### config.mk
export PLATFORM = sky130hd
export DESIGN_NAME = instr_fetch
export DESIGN_NICKNAME = d
export VERILOG_FILES = /design/src/rtl/fetch_pkg.sv /design/src/rtl/wait_timer.sv /design/src/rtl/instr_fetch.sv
export SDC_FILE = /design/constraint.sdc
export NUM_CORES = 1
export LEC_CHECK = 0
export CORE_ASPECT_RATIO = 1.25
export CORE_UTILIZATION = 35
export DETAILED_ROUTE_END_ITERATION = 8
export DONT_BUFFER_PORTS = 1
export PLACE_DENSITY_LB_ADDON = 0.08
export SYNTH_ARGS = -nofsm -noshare
export SYNTH_HDL_FRONTEND = slang
export SYNTH_SLANG_ARGS = --single-unit
export TNS_END_PERCENT = 20
### constraint.sdc
create_clock -name clk -period 4.69 [get_ports clk]
set_clock_uncertainty 0.1 [all_clocks]
set_input_delay 0.2345 -clock clk [delete_from_list [all_inputs] [get_ports clk]]
set_output_delay 0.2345 -clock clk [all_outputs]
set_load 0.02 [all_outputs]
### src/rtl/fetch_pkg.sv
// Shared definitions for the instruction fetch stage: state encoding and
// default widths/limits used by instr_fetch and its wait timer.
package fetch_pkg;

  localparam int ADDR_W_DEF   = 16;
  localparam int DATA_W_DEF   = 16;
  localparam int MAX_WAIT_DEF = 15;

  typedef enum logic [1:0] {
    IDLE = 2'd0,
    REQ  = 2'd1,
    HOLD = 2'd2,
    ERR  = 2'd3
  } fetch_state_e;

endpackage

### src/rtl/wait_timer.sv
// Saturating wait counter for the fetch stage. It counts cycles the memory
// leaves a request unanswered. expired_o looks one increment ahead: it is
// high in the cycle whose increment would bring the count to LIMIT. This lets
// the owner leave its waiting state right after the LIMIT-th idle cycle.
module wait_timer #(
  parameter int LIMIT = 15,
  parameter int CW    = $clog2(LIMIT + 1)
) (
  input  logic clk,
  input  logic reset,
  input  logic clr_i,
  input  logic inc_i,
  output logic expired_o
);

  logic [CW-1:0] count_q;
  logic [CW-1:0] count_d;

  // Next count: clear has priority, otherwise count up and stick at LIMIT
  always_comb begin
    count_d = count_q;
    if (clr_i) begin
      count_d = '0;
    end else if (inc_i && (count_q != CW'(LIMIT))) begin
      count_d = count_q + CW'(1);
    end
  end

  // Count register
  always_ff @(posedge clk) begin
    if (reset) begin
      count_q <= '0;
    end else begin
      count_q <= count_d;
    end
  end

  // The pending increment is the one that reaches the limit
  always_comb begin
    expired_o = inc_i && !clr_i && (count_q >= CW'(LIMIT - 1));
  end

endmodule

### src/rtl/instr_fetch.sv
// Instruction fetch stage. It samples the PC, requests the word from
// instruction memory over a req/ready handshake, and holds the returned word
// in IRw until decode acknowledges it. IRw keeps its last value after an ack
// or a flush, because the branch logic upstream keeps reading IRw[11:0].
module instr_fetch
  import fetch_pkg::*;
#(
  parameter int ADDR_W   = ADDR_W_DEF,
  parameter int DATA_W   = DATA_W_DEF,
  parameter int MAX_WAIT = MAX_WAIT_DEF
) (
  input  logic              clk,
  input  logic              reset,
  input  logic [ADDR_W-1:0] PCw,
  input  logic              fetch_en,
  input  logic              flush,
  output logic              mem_req,
  output logic [ADDR_W-1:0] mem_addr,
  input  logic              mem_ready,
  input  logic [DATA_W-1:0] mem_rdata,
  output logic [DATA_W-1:0] IRw,
  output logic              ir_valid,
  input  logic              ir_ack,
  output logic              pc_inc,
  output logic              fetch_err
);

  fetch_state_e state_q;
  fetch_state_e state_d;

  logic [ADDR_W-1:0] addr_q;
  logic [DATA_W-1:0] irWord_q;
  logic              irValid_q;
  logic              pcInc_q;

  logic loadAddr;
  logic acceptRsp;
  logic dropValid;
  logic tmrClr;
  logic tmrInc;
  logic tmrExpired;

  // State register
  always_ff @(posedge clk) begin
    if (reset) begin
      state_q <= IDLE;
    end else begin
      state_q <= state_d;
    end
  end

  // Next state. A flush beats both a memory response and a decode ack.
  // ERR is left only through reset.
  always_comb begin
    state_d = state_q;
    unique case (state_q)
      IDLE: begin
        if (fetch_en && !flush) begin
          state_d = REQ;
        end
      end
      REQ: begin
        if (flush) begin
          state_d = IDLE;
        end else if (mem_ready) begin
          state_d = HOLD;
        end else if (tmrExpired) begin
          state_d = ERR;
        end
      end
      HOLD: begin
        if (flush) begin
          state_d = IDLE;
        end else if (ir_ack) begin
          state_d = fetch_en ? REQ : IDLE;
        end
      end
      ERR: begin
        state_d = ERR;
      end
      default: begin
        state_d = IDLE;
      end
    endcase
  end

  // Outputs and datapath strobes derived from the current state
  always_comb begin
    loadAddr  = ((state_q == IDLE) && fetch_en && !flush) ||
                ((state_q == HOLD) && ir_ack && fetch_en && !flush);
    acceptRsp = (state_q == REQ) && mem_ready && !flush;
    dropValid = (state_q == HOLD) && (flush || ir_ack);
    tmrInc    = (state_q == REQ) && !mem_ready;
    tmrClr    = loadAddr || mem_ready;
    mem_req   = (state_q == REQ);
    fetch_err = (state_q == ERR);
  end

  // Address, instruction register, valid flag and PC-advance pulse.
  // The address is only loaded when a new request starts, so it stays put
  // for the whole time mem_req is high.
  always_ff @(posedge clk) begin
    if (reset) begin
      addr_q    <= '0;
      irWord_q  <= '0;
      irValid_q <= 1'b0;
      pcInc_q   <= 1'b0;
    end else begin
      pcInc_q <= acceptRsp;
      if (loadAddr) begin
        addr_q <= PCw;
      end
      if (acceptRsp) begin
        irWord_q  <= mem_rdata;
        irValid_q <= 1'b1;
      end else if (dropValid) begin
        irValid_q <= 1'b0;
      end
    end
  end

  wait_timer #(
    .LIMIT(MAX_WAIT)
  ) u_wait_timer (
    .clk      (clk),
    .reset    (reset),
    .clr_i    (tmrClr),
    .inc_i    (tmrInc),
    .expired_o(tmrExpired)
  );

  assign mem_addr = addr_q;
  assign IRw      = irWord_q;
  assign ir_valid = irValid_q;
  assign pc_inc   = pcInc_q;

endmodule

==> results.ini <==
[clock_tree]
cts_made_buffers=5
cts_resized=0
cts_tree=done
clk_pin_slew_ps=70
clock_sinks=40
cts_buffer_depth=2
h-tree-depth=2
clk_latency_ps=280
cts_root_buf=clkbuf_8

[cells_and_area]
final_area_um2=2004
area_growth_syn_to_layout_pct=23.99
seq_area_um2=800.8
final_util=0.4529
layout-drive-gt1-share=0.05455
n_fill_cell=424
multi_input_area_um2=718.2
diodes=0
finalNetCount=260

[route]
antenna_left=0
wl_per_cell_um=14.46
drt_iter0_markers=58
vias=1479
first_pass_iters=5
drc_errors=0
routed_wl_um=4020
drt-vias-per-instance=5.320

[floorplanning]
pin_count=74
die_x_um=62.79
die_area_um2=4896
die_y_um=77.99
rows=27
core_area_um2=4425
initial_core_util=0.3653

[place]
place.gp.congestion=0.6629
place_area_um2=1607
io_buffers=0
dp_hpwl_um=2562

[grt]
grt_pass1_vias=1494
grt.total_usage=0.1733
antenna_found_initial=0
grt_max_degree=37
grt_pass1_wl_um=6679
overflow=0

[power]
internal-power_mw=0.4790
seq_power_share=0.584
ir_worst_vdd_mv=0.2431
p_leak_nw=0.6585
p_sw_mw=0.1501
power_mw=0.6291
power_density_nw_per_um2=313.9
swShare=0.2386
power.share.clock=0.330
pwr-share-comb=0.085

[sta]
finalCritPeriodShare=0.4674
tns_ps=0
whs_ps=18.78
hold_viol=0
setup_viol=0
relSlewSlack=0.3305
grt_setup_unrepaired=no
worst_pin_slew_ps=999.8
slew_viol_final=0
clock.fmax_mhz=456.2
fin_crit_ps=2192

[synthesis]
yosysUniqueCellTypes=30
yosys_warnings=0
synth_seq_cells=40
ys_seq_area_frac=0.4954
synthesis.nets=239
syn_area_per_cell_um2=8.123
syn_area_um2=1617
syn-instance-count=199

[critical_path]
cp-start-kind=flip-flop
crit_path_end_kind=flip-flop
worstSetupPathType=reg -> reg
crit_fanout=17
cp.required_ps=4760
arrival_ps=2270

[min_path]
min_path_type=in -> reg

[outcome]
outcome=finished, final reports clean

[job]
maxCapViolCount=0

per-layer routing:
layer / GRT usage / share of wire / wire length, um
met4: 0.06279 / 0.018 / 74
met1: 0.1679 / 0.38 / 1530
met5: 0 / 0 / 0
met2: 0.3315 / 0.51 / 2065
met3: 0.06029 / 0.087 / 350
state kept, by name (all words and copies together) (netlist names):
register / cells
IRw: 16
ir_valid: 1
mem_addr: 16
pc_inc: 1
state_q: 2
u_wait_timer.count_q: 4
worst paths after layout:
kind / end / startpoint / cells past startpoint / slack, ps
max: IRw[15] / state_q[0] / 4 / 2500
min: mem_addr[2] / PCw[2] / 2 / 20
max reg2reg: IRw[15] / state_q[0] / 4 / 2500
min reg2reg: u_wait_timer.count_q[3] / u_wait_timer.count_q[3] / 2 / 420
power groups by stage:
stage | registers, mW | clock network (mW) | logic, mW
finish | 0.368 | 0.208 | 0.0537
global route | 0.369 | 0.232 | 0.0588
CTS | 0.368 | 0.217 | 0.0525
detailed placement | 0.375 | 0 | 0.0271
global placement | 0.375 | 0 | 0.0258
floorplan | 0.372 | 0 | 0.0307
per-stage QoR:
| stage | instances | setup WS [ps] |
|---|---|---|
| floorplan | 199 | 3078 |
| global placement | 240 | 2768 |
| detailed placement | 240 | 2610 |
| CTS | 277 | 2480 |
| global route | 278 | 2243 |
| finish | 278 | 2498 |
cell type report:
type,count,area share
clock buffers,6,0.03620
clock inverters,1,0.002497
inverters,4,0.007491
multi-input cells,138,0.3583
flip-flops and latches,40,0.3995
well taps,58,0.03620
repair buffers,31,0.1598
layout by cell type, fill, tap and decap left out, types with 2 or more instances in the layout:
cell and count:
nor3b_1 2, nand3_1 18, ha_1 2, o21ai_0 20
nor2_1 5, nand2_1 35, dfxtp_1 40, clkbuf_8 5
a21oi_1 39, dlygate4sd3_1 30, inv_1 4
synth_stat cells:
| master | count | area share |
|---|---|---|
| inv_1 | 4 | 0.0093 |
| nor3b_1 | 2 | 0.0093 |
| and4bb_2 | 1 | 0.0077 |
| nand4bb_1 | 1 | 0.0070 |
| o41ai_1 | 1 | 0.0054 |
| buf_2 | 3 | 0.0093 |
| a21oi_1 | 39 | 0.12 |
| ha_1 | 2 | 0.015 |
| or2b_1 | 1 | 0.0046 |
| buf_1 | 1 | 0.0023 |
| o21ai_0 | 20 | 0.062 |
| nor2b_1 | 1 | 0.0039 |
| or3b_2 | 1 | 0.0054 |
| or3b_4 | 1 | 0.0070 |
| and2_2 | 1 | 0.0046 |
| nor3b_2 | 1 | 0.0077 |
| nor3_1 | 1 | 0.0031 |
| a21o_1 | 1 | 0.0046 |
| nand2_1 | 35 | 0.081 |
| nor4_1 | 1 | 0.0039 |
| nand3_1 | 18 | 0.056 |
| o211ai_1 | 1 | 0.0046 |
| or4_1 | 1 | 0.0046 |
| buf_6 | 2 | 0.014 |
| o21ai_1 | 1 | 0.0031 |
| dfxtp_1 | 40 | 0.50 |
| nor2_1 | 5 | 0.012 |
| a311oi_1 | 1 | 0.0054 |
| clkbuf_1 | 11 | 0.026 |
| a211o_1 | 1 | 0.0054 |
critical path, cell delays in order (launching register included):
cell	delay [ps]
dfxtp_1	500
nand4bb_1	620
nand2_1	230
a21oi_1	80
dlygate4sd3_1	550
logic make-up after synthesis:
kind of cell,count (synthesis),share of synthesized area
AO/OA/AOI/OAI,65,0.2113
flip-flops,40,0.4954
adder cells (fa/ha/maj),2,0.01548
AND/OR/NAND/NOR,71,0.2175
buffers and inverters,21,0.06036
what timing repair did:
action / CTS / global route
hold buffers: 30 / 1
endpoints found under the hold margin: 36 / 1
buffers inserted: 0 / 0
Power figures use the tool's default switching activity.
